===== src/rtl/button_event.sv =====
// button_event: classifies debounced button gestures into press/release edges
// and single-click / double-click / long-press pulses, plus a saturating
// press counter. All outputs are registered; one clock domain.
//
// There is no valid/ready handshake here: db_i is a level, and every output
// pulse is asserted for exactly one clock with no back-pressure.
module button_event #(
  parameter int LONG_CYCLES   = 1000,
  parameter int DCLICK_CYCLES = 300,
  parameter int CNT_W         = 8
) (
  input  logic             clk_i,
  input  logic             rst_i,
  input  logic             db_i,
  input  logic             clr_i,
  output logic             held_o,
  output logic             press_o,
  output logic             release_o,
  output logic             long_o,
  output logic             single_o,
  output logic             double_o,
  output logic [CNT_W-1:0] count_o,
  output logic [2:0]       state_o
);

  typedef enum logic [2:0] {
    S_IDLE     = 3'd0,
    S_PRESSED  = 3'd1,
    S_LONG     = 3'd2,
    S_WAIT2    = 3'd3,
    S_PRESSED2 = 3'd4
  } state_t;

  // Timer must reach max(LONG, DCLICK)-1; it saturates at the max so it can
  // idle in any state without wrapping.
  localparam int T_MAX = (LONG_CYCLES > DCLICK_CYCLES) ? LONG_CYCLES : DCLICK_CYCLES;
  localparam int T_W   = $clog2(T_MAX + 1);

  localparam logic [T_W-1:0]   T_SAT       = T_W'(T_MAX);
  localparam logic [T_W-1:0]   LONG_LAST   = T_W'(LONG_CYCLES - 1);
  localparam logic [T_W-1:0]   DCLICK_LAST = T_W'(DCLICK_CYCLES - 1);
  localparam logic [CNT_W-1:0] CNT_MAX     = '1;

  state_t           state;
  state_t           state_n;
  logic [T_W-1:0]   timer;
  logic             db_q;
  logic             rise;
  logic             fall;
  logic             press_n;
  logic             release_n;
  logic             long_n;
  logic             single_n;
  logic             double_n;

  assign rise    = db_i & ~db_q;
  assign fall    = ~db_i & db_q;
  assign held_o  = db_q;
  assign state_o = state;

  // Next-state and next-pulse decode; edges take priority over timer expiry.
  always_comb begin
    state_n   = state;
    press_n   = 1'b0;
    release_n = 1'b0;
    long_n    = 1'b0;
    single_n  = 1'b0;
    double_n  = 1'b0;
    case (state)
      S_IDLE: begin
        if (rise) begin
          state_n = S_PRESSED;
          press_n = 1'b1;
        end
      end
      S_PRESSED: begin
        if (fall) begin
          state_n   = S_WAIT2;
          release_n = 1'b1;
        end else if (db_i && (timer == LONG_LAST)) begin
          state_n = S_LONG;
          long_n  = 1'b1;
        end
      end
      S_LONG: begin
        if (fall) begin
          state_n   = S_IDLE;
          release_n = 1'b1;
        end
      end
      S_WAIT2: begin
        if (rise) begin
          state_n  = S_PRESSED2;
          press_n  = 1'b1;
          double_n = 1'b1;
        end else if (timer == DCLICK_LAST) begin
          state_n  = S_IDLE;
          single_n = 1'b1;
        end
      end
      S_PRESSED2: begin
        if (fall) begin
          state_n   = S_IDLE;
          release_n = 1'b1;
        end
      end
      default: state_n = S_IDLE;
    endcase
  end

  // State, timer, edge-detect register and registered pulse outputs.
  always_ff @(posedge clk_i or negedge rst_i) begin
    if (!rst_i) begin
      state     <= S_IDLE;
      timer     <= '0;
      db_q      <= 1'b0;
      press_o   <= 1'b0;
      release_o <= 1'b0;
      long_o    <= 1'b0;
      single_o  <= 1'b0;
      double_o  <= 1'b0;
    end else begin
      state     <= state_n;
      db_q      <= db_i;
      press_o   <= press_n;
      release_o <= release_n;
      long_o    <= long_n;
      single_o  <= single_n;
      double_o  <= double_n;
      if (state_n != state) begin
        timer <= '0;
      end else if (timer != T_SAT) begin
        timer <= timer + 1'b1;
      end
    end
  end

  // Saturating press counter; clear beats a coincident press.
  always_ff @(posedge clk_i or negedge rst_i) begin
    if (!rst_i) begin
      count_o <= '0;
    end else if (clr_i) begin
      count_o <= '0;
    end else if (press_n && (count_o != CNT_MAX)) begin
      count_o <= count_o + 1'b1;
    end
  end

endmodule


===== config.mk =====
export PLATFORM = sky130hd
export DESIGN_NAME = button_event
export DESIGN_NICKNAME = d
export VERILOG_FILES = /design/src/rtl/button_event.sv
export SDC_FILE = /design/constraint.sdc
export NUM_CORES = 1
export LEC_CHECK = 0
export CAP_MARGIN = 10
export CORE_ASPECT_RATIO = 1.4
export CORE_UTILIZATION = 35
export CTS_BUF_LIST = sky130_fd_sc_hd__clkbuf_8 sky130_fd_sc_hd__clkbuf_16
export DETAILED_ROUTE_END_ITERATION = 6
export PLACE_DENSITY = 0.68
export RECOVER_POWER = 50
export SLEW_MARGIN = 0
export SYNTH_ARGS = -nofsm -noshare
export SYNTH_HDL_FRONTEND = slang
export SYNTH_SLANG_ARGS = --single-unit

===== constraint.sdc =====
create_clock -name clk_i -period 2 [get_ports clk_i]
set_input_delay 0.2 -clock clk_i [delete_from_list [all_inputs] [get_ports clk_i]]
set_output_delay 0.2 -clock clk_i [all_outputs]
set_load 0.005 [all_outputs]

==> results of run 1 <==
## cell families after synthesis
group / share of synthesized area
flip-flops: 0.458
buffers and inverters: 0.0373
multiplexers: 0.0212
adder cells (fa/ha/maj): 0.0322
AND/OR/NAND/NOR: 0.287
AO/OA/AOI/OAI: 0.0755
XOR/XNOR: 0.0891
## flip-flops by register name, summed over array words and instances, names as in the netlist
register   flops
long_o         1
held_o         1
release_o      1
count_o        8
single_o       1
press_o        1
double_o       1
timer         10
state_o        3
## worst max-delay path, cell delays in order
cell and delay [ps]:
clkdlybuf4s50_1 480, or2b_1 290, mux2i_1 120, or2_2 290, a311o_1 390, buf_12 150, nor3_1 180
## layout by cell type, fill, tap and decap left out, types with 2 or more instances in the layout
cell | Yosys | layout
or3_1 | 3 | 3
clkbuf_8 | 0 | 3
o21ai_0 | 5 | 5
nand3_1 | 8 | 8
xor2_1 | 5 | 5
nor2b_2 | 0 | 2
ha_1 | 3 | 3
dfrtp_1 | 27 | 26
mux2i_1 | 2 | 2
clkdlybuf4s50_1 | 0 | 14
xnor2_1 | 10 | 10
nand4_1 | 4 | 4
inv_1 | 5 | 5
dlygate4sd3_1 | 0 | 6
buf_4 | 0 | 21
nor3_1 | 15 | 14
nor2_1 | 16 | 16
nand2_1 | 12 | 12
a21oi_1 | 4 | 4
and3_1 | 3 | 3
nor4_1 | 3 | 3
nand4b_1 | 2 | 2
## metal layers
metal | track usage | part of all wire | vias to the layer above
met3 | 0.0195 | 0.023 | 8
met5 | 0 | 0 | -
met1 | 0.176 | 0.41 | 607
met4 | 0.0902 | 0.030 | 0
met2 | 0.265 | 0.53 | 26
li1 | - | - | 633
## per-stage QoR
step	cells	utilization	area, um^2
floorplan	155	-	1480
global placement	231	0.465	1860
detailed placement	231	0.465	1860
CTS	235	0.477	1900
global route	238	0.486	1940
finish	238	0.486	1940
## power groups by stage
| stage | Sequential, mW | Clock (mW) | Combinational (mW) |
|---|---|---|---|
| after floorplan | 0.667 | 0 | 0.430 |
| after global placement | 0.668 | 0 | 0.778 |
| after detailed placement | 0.672 | 0 | 0.796 |
| after CTS | 0.661 | 0.323 | 0.798 |
| after global routing | 0.671 | 0.347 | 0.920 |
| final | 0.663 | 0.313 | 0.842 |
## final cells by class
class                           instances  share of cell area
Clock inverter                          1             0.00258
Tap cell                               43              0.0278
Multi-Input combinational cell        117               0.394
Clock buffer                            3              0.0213
Timing Repair Buffer                   42               0.195
Sequential cell                        27               0.349
Inverter                                5             0.00969
## path summary, 6_finish.rpt
| kind | from | endpoint | slack, ps |
|---|---|---|---|
| max in group asynchronous | rst_i | held_o$_DFF_PN0_ | 1370 |
| worst min-delay path | rst_i | count_o[5]$_DFFE_PN0P_ | 350 |
| min in group clk_i | count_o[7]$_DFFE_PN0P_ | count_o[7]$_DFFE_PN0P_ | 590 |
| worst max register to register | state_o[1]$_DFF_PN0_ | count_o[7]$_DFFE_PN0P_ | 90 |
| worst max-delay path | db_i | timer[0]$_DFFE_PN0P_ | 80 |
| worst min register to register | count_o[7]$_DFFE_PN0P_ | count_o[7]$_DFFE_PN0P_ | 590 |
## cells in the mapped netlist
cell type | count | area share
nand2_1 | 12 | 0.031
or4_4 | 1 | 0.0076
a21o_2 | 1 | 0.0059
mux2i_1 | 2 | 0.014
and4_1 | 1 | 0.0059
nand4b_1 | 2 | 0.012
o221ai_1 | 1 | 0.0059
ha_1 | 3 | 0.025
a21o_1 | 1 | 0.0051
or4_1 | 1 | 0.0051
and3_1 | 3 | 0.013
nor4b_1 | 1 | 0.0059
nand3_1 | 8 | 0.027
maj3_1 | 1 | 0.0068
nor2_1 | 16 | 0.041
nor2b_1 | 3 | 0.013
buf_6 | 1 | 0.0076
nand2b_1 | 1 | 0.0042
nor4_1 | 3 | 0.013
o41ai_1 | 1 | 0.0059
nor4b_2 | 1 | 0.010
nand2b_4 | 1 | 0.0093
mux2_2 | 1 | 0.0076
a311oi_2 | 1 | 0.010
inv_1 | 5 | 0.013
xnor2_1 | 10 | 0.059
or2_2 | 1 | 0.0042
buf_1 | 1 | 0.0025
a21oi_1 | 4 | 0.014
o21ai_0 | 5 | 0.017
xor2_1 | 5 | 0.030
or2b_1 | 1 | 0.0051
a311o_1 | 1 | 0.0068
or3_1 | 3 | 0.013
buf_2 | 2 | 0.0068
nor3_1 | 15 | 0.051
clkbuf_1 | 3 | 0.0076
dfrtp_1 | 27 | 0.46
nand4_1 | 4 | 0.017
o211ai_1 | 1 | 0.0051
## repair_timing
item,in CTS,in global routing
endpoints found under the setup margin,0,10
gates resized for setup,0,4
buffers inserted,0,2
==> run summary, run 1 <==
Max-cap violations: 0
Final setup fails: 0
# DRC: 8
Sequential fraction of design power: 0.365
Switch Pwr: 0.646 mW
CP arrival: 2110 ps
Synth warn: 0
Port Buffer Count: 20
Overflow after GRT: 0
Die W: 56.9 um
Row count: 27
Final net count: 203
Layout cells sized above 1: 0.195
Worst-skew pair later-pin latency: 270 ps
Clock-pin slew on the worst setup and hold paths: 90 ps
Critical Path Start Type: input pin
Logic pwr share: 0.463
Mapped Area: 1480 um^2
I/O pin count: 21
Failing checks: design-rule violations
Clock Path Buffers: 2
Total Routed Length: 3.26 mm
Antenna-violating nets left: 0
Final period util: 0.960
Area Overhead vs Synth: 31.3%
Switching Fraction: 0.355
Slew headroom: 0.695
Worst path required time: 2190 ps
Die Height: 78.8 um
P_leak: 0.823 nW
CP Capture Type: flop
Fillcell total: 374
Largest net degree at the start of global routing: 28
Min Tclk post-route: 1920 ps
Fin. max-slew vios: 0
Routed WL per cell: 13.7 um
Clk root buf: clkbuf_8
Sequential-to-total area share from yosys stat: 0.458
Critical path type: input pin to flop
Initial core utilization: 0.370
CTS tree: built
Min-Delay Path Class: input pin to async pin
Register area: 677 um^2
Worst slew pin tran: 452 ps
Power, Total: 1.82 mW
Die Area: 4480 um^2
Mapped Avg Cell Area: 9.52 um^2
CP max FO: 10
Hold Fails Final Rpt: 0
Setup TNS: 0 ps
Hold buffers post-CTS: 0
Library cells used by synthesis: 40
Drt pass-1 iters: 6
Total track usage: 0.152
CTS HTree Levels: 1
Initial antenna violation count: 0
Core footprint: 3990 um^2
Worst r2r path cells: 4
Area of the multi-input gates: 763 um^2
Vias in the first global route: 1198
Pre-CTS setup slack: -186 ps
Int Power: 1.17 mW
Syn_nets: 162
Iteration-0 DRC Markers: 42
WHS: 354 ps
CTS sink cnt: 27
DP HPWL: 2.30 mm
Worst VDD drop: 0.394 mV
Post-synthesis register bit count: 27
Vias/cell: 5.35
Skew final: 3.56 ps
First-pass GRT wire length: 5.28 mm
PD cells: 939 nW/um^2
Setup WS post-layout: 80.8 ps
Status: complete, but fails checks
Max Clock Freq: 521 MHz
Clock power frac: 0.172
Num CTS Buffers: 3
Final Wtd Congestion: 0.794
Via Count: 1274
Mapped Cells: 155
Diodes inserted: 0
(Power assumes the default switching activity.)
==> inputs of run 2 (changes only) <==
--- a/config.mk
+++ b/config.mk
@@ -5,10 +5,11 @@
 export SDC_FILE = /design/constraint.sdc
 export NUM_CORES = 1
 export LEC_CHECK = 0
-export CAP_MARGIN = 10
+export CAP_MARGIN = 20
 export CORE_ASPECT_RATIO = 1.4
 export CORE_UTILIZATION = 35
 export CTS_BUF_LIST = sky130_fd_sc_hd__clkbuf_8 sky130_fd_sc_hd__clkbuf_16
+export CTS_CLUSTER_SIZE = 8
 export DETAILED_ROUTE_END_ITERATION = 6
 export PLACE_DENSITY = 0.68
 export RECOVER_POWER = 50
==> results of run 2 <==
Final layout, timing and power as in run 1 (identical DEF).
==> inputs of run 3 (changes only) <==
--- a/config.mk
+++ b/config.mk
@@ -9,9 +9,11 @@
 export CORE_ASPECT_RATIO = 1.4
 export CORE_UTILIZATION = 35
 export CTS_BUF_LIST = sky130_fd_sc_hd__clkbuf_8 sky130_fd_sc_hd__clkbuf_16
+export CTS_CLUSTER_DIAMETER = 200
 export CTS_CLUSTER_SIZE = 8
 export DETAILED_ROUTE_END_ITERATION = 6
-export PLACE_DENSITY = 0.68
+export DONT_BUFFER_PORTS = 1
+export PLACE_DENSITY = 0.6
 export RECOVER_POWER = 50
 export SLEW_MARGIN = 0
 export SYNTH_ARGS = -nofsm -noshare
==> constraint.sdc (replaced) <==
create_clock -name clk_i -period 2.3 [get_ports clk_i]
set_input_delay 0.23 -clock clk_i [delete_from_list [all_inputs] [get_ports clk_i]]
set_output_delay 0.23 -clock clk_i [all_outputs]
set_load 0.005 [all_outputs]
==> run summary, run 3 (same netlist as run 1, synthesis figures left out) <==
Drt pass-1 iters: 6 (unchanged)
Min-Delay Path Class: input pin to flop
Clock-pin slew on the worst setup and hold paths: 100 ps (about the same)
CP Cell Sequence: ha_1 > nand4b_1 > or3_1 > nor2_1 > a311o_1 > nor3_1
Final period util: 0.888
Overflow after GRT: 0 (unchanged)
Fillcell total: 397 (+6.1%)
Iteration-0 DRC Markers: 83 (+98%)
Setup TNS: 0 ps (unchanged)
Clock Path Buffers: 2 (unchanged)
Met1 Use GR: 0.149 (-0.0271)
Worst path required time: 2450 ps (+260 ps)
Via Count: 1167 (-8.4%)
Routed WL per cell: 14.9 um (+9.1%)
CP max FO: 10 (unchanged)
Skew final: 7.26 ps (+3.70 ps)
Worst-skew pair later-pin latency: 280 ps (about the same)
Final Cell Area: 1620 um^2 (-16%)
CTS HTree Levels: 1 (unchanged)
Slew headroom: 0.0523 (-0.642)
Die W: 56.9 um (unchanged)
Antenna-violating nets left: 0 (unchanged)
Num CTS Buffers: 3 (unchanged)
Total track usage: 0.147 (-0.00559)
Largest register FFs: 10 (unchanged)
Initial core utilization: 0.370 (unchanged)
Status: complete, but fails checks
DP HPWL: 2.18 mm (-5.3%)
Fin. max-slew vios: 0 (unchanged)
Post-Place Cell Area: 1520 um^2 (-18%)
Vias/cell: 5.72 (+6.9%)
PD cells: 836 nW/um^2 (-11%)
Vias in the first global route: 1205 (+0.58%)
Largest net degree at the start of global routing: 28 (unchanged)
Diodes inserted: 0 (unchanged)
Gr busiest metal: met2
Row count: 27 (unchanged)
Most common cell after layout, fill and taps aside: dfrtp_1
Die Height: 78.8 um (unchanged)
CP max-delay cell: dfrtp_1
Initial antenna violation count: 0 (unchanged)
Final Wtd Congestion: 0.862 (+8.6%)
Unrepaired setup endpoints after global routing: false
CP Capture Type: flop
P_leak: 0.650 nW (-21%)
Post-layout util: 0.406 (-0.0800)
Largest Register: timer
First-pass GRT wire length: 5.17 mm (-2.1%)
Worst VDD drop: 0.232 mV (-41%)
Max-cap violations: 0 (unchanged)
CTS tree: built
Failing checks: design-rule violations
Final setup fails: 0 (unchanged)
Setup WS post-layout: 256 ps (+176 ps)
Die Area: 4480 um^2 (unchanged)
Layout cells sized above 1: 0.0870 (-0.108)
Area Overhead vs Synth: 9.67%
Post-CTS sizing: 0 (unchanged)
Core footprint: 3990 um^2 (unchanged)
Most frequent cells in the layout: dfrtp_1, nor2_1, nor3_1
CP arrival: 2200 ps (+90 ps)
Hold Fails Final Rpt: 0 (unchanged)
# DRC: 10 (+2)
Grt met2 use: 0.261 (-0.00476)
CTS sink cnt: 27 (unchanged)
Port Buffer Count: 0 (-100%)
Total Routed Length: 3.05 mm (-6.5%)
Critical Path Start Type: flop
Clk root buf: clkbuf_8
Pre-CTS setup slack: 323 ps (+508 ps)
Max incr delay on CP: 430 ps (-50 ps)
Final net count: 169 (-17%)
Min Tclk post-route: 2040 ps
I/O pin count: 21 (unchanged)
Max Clock Freq: 489 MHz
Critical path type: flop to flop
Met3 usage: 0.0391 (+0.0195)
Worst slew pin tran: 1420 ps (+970 ps)
-- run 3: cell types whose count changed in the layout (fill, tap and decap cells not counted), sizes merged --
cell           previous run  this run
buf                      22         3
clkbuf                    3         4
clkdlybuf4s50            14         0
clkinv                    1         0
clkinvlp                  0         1
dlygate4sd3               6         5
or4                       3         2
-- run 3: timing repair --
| item | 4_1_cts | 5_1_grt |
|---|---|---|
| buffers inserted | 0 | 0 |
| hold buffers | 5 | 1 |
| endpoints found under the setup margin | 0 | 0 |
| endpoints found under the hold margin | 34 | 1 |
-- run 3: power breakdown --
group	total (mW)	leakage (nW)	internal [mW]	switching, mW
clock	0.281	0.0217	0.123	0.158
sequential	0.600	0.367	0.530	0.0700
combinational	0.471	0.261	0.193	0.278
-- run 3: path summary, 6_finish.rpt --
| path | startpoint | endpoint | slack (ps) | cells past startpoint |
|---|---|---|---|---|
| setup reg to reg | timer[1]$_DFFE_PN0P_ | timer[0]$_DFFE_PN0P_ | 260 | 6 |
| hold reg to reg | timer[9]$_DFFE_PN0P_ | timer[9]$_DFFE_PN0P_ | 620 | 2 |
| setup / recovery | timer[1]$_DFFE_PN0P_ | timer[0]$_DFFE_PN0P_ | 260 | 6 |
| hold / removal | db_i | double_o$_DFF_PN0_ | 100 | 2 |
| max in group asynchronous | rst_i | timer[9]$_DFFE_PN0P_ | 650 | 2 |
| min in group asynchronous | rst_i | count_o[4]$_DFFE_PN0P_ | 820 | 2 |
-- run 3: routing by layer --
layer  routed length, um  part of all wire
met3                 181             0.059
met2                1560              0.51
met1                1230              0.40
met5                   0                 0
met4                  79             0.026
-- run 3: cell type report --
cell class	instances	area, um^2	share of cell area
multi-input cells	116	744	0.460
well taps	43	53.8	0.0333
flip-flops and latches	27	676	0.418
clock buffers	3	41.3	0.0255
clock inverters	1	7.51	0.00464
repair buffers	9	76.3	0.0472
inverters	5	18.8	0.0116
-- run 3: critical path: cells and delay by family (launching register included) --
family,cells,cell delay (ps)
AO/OA/AOI/OAI,1,380
adder cells (fa/ha/maj),1,260
flip-flops,1,430
AND/OR/NAND/NOR,4,830
-- run 3: per-stage QoR --
stage / hold WS, ps / power [mW] / std cells
floorplan: -65.6 / 0.953 / 155
global placement: -65.1 / 1.05 / 194
detailed placement: -65.1 / 1.06 / 194
CTS: 5.35 / 1.36 / 203
global route: 103 / 1.44 / 204
finish: 102 / 1.35 / 204
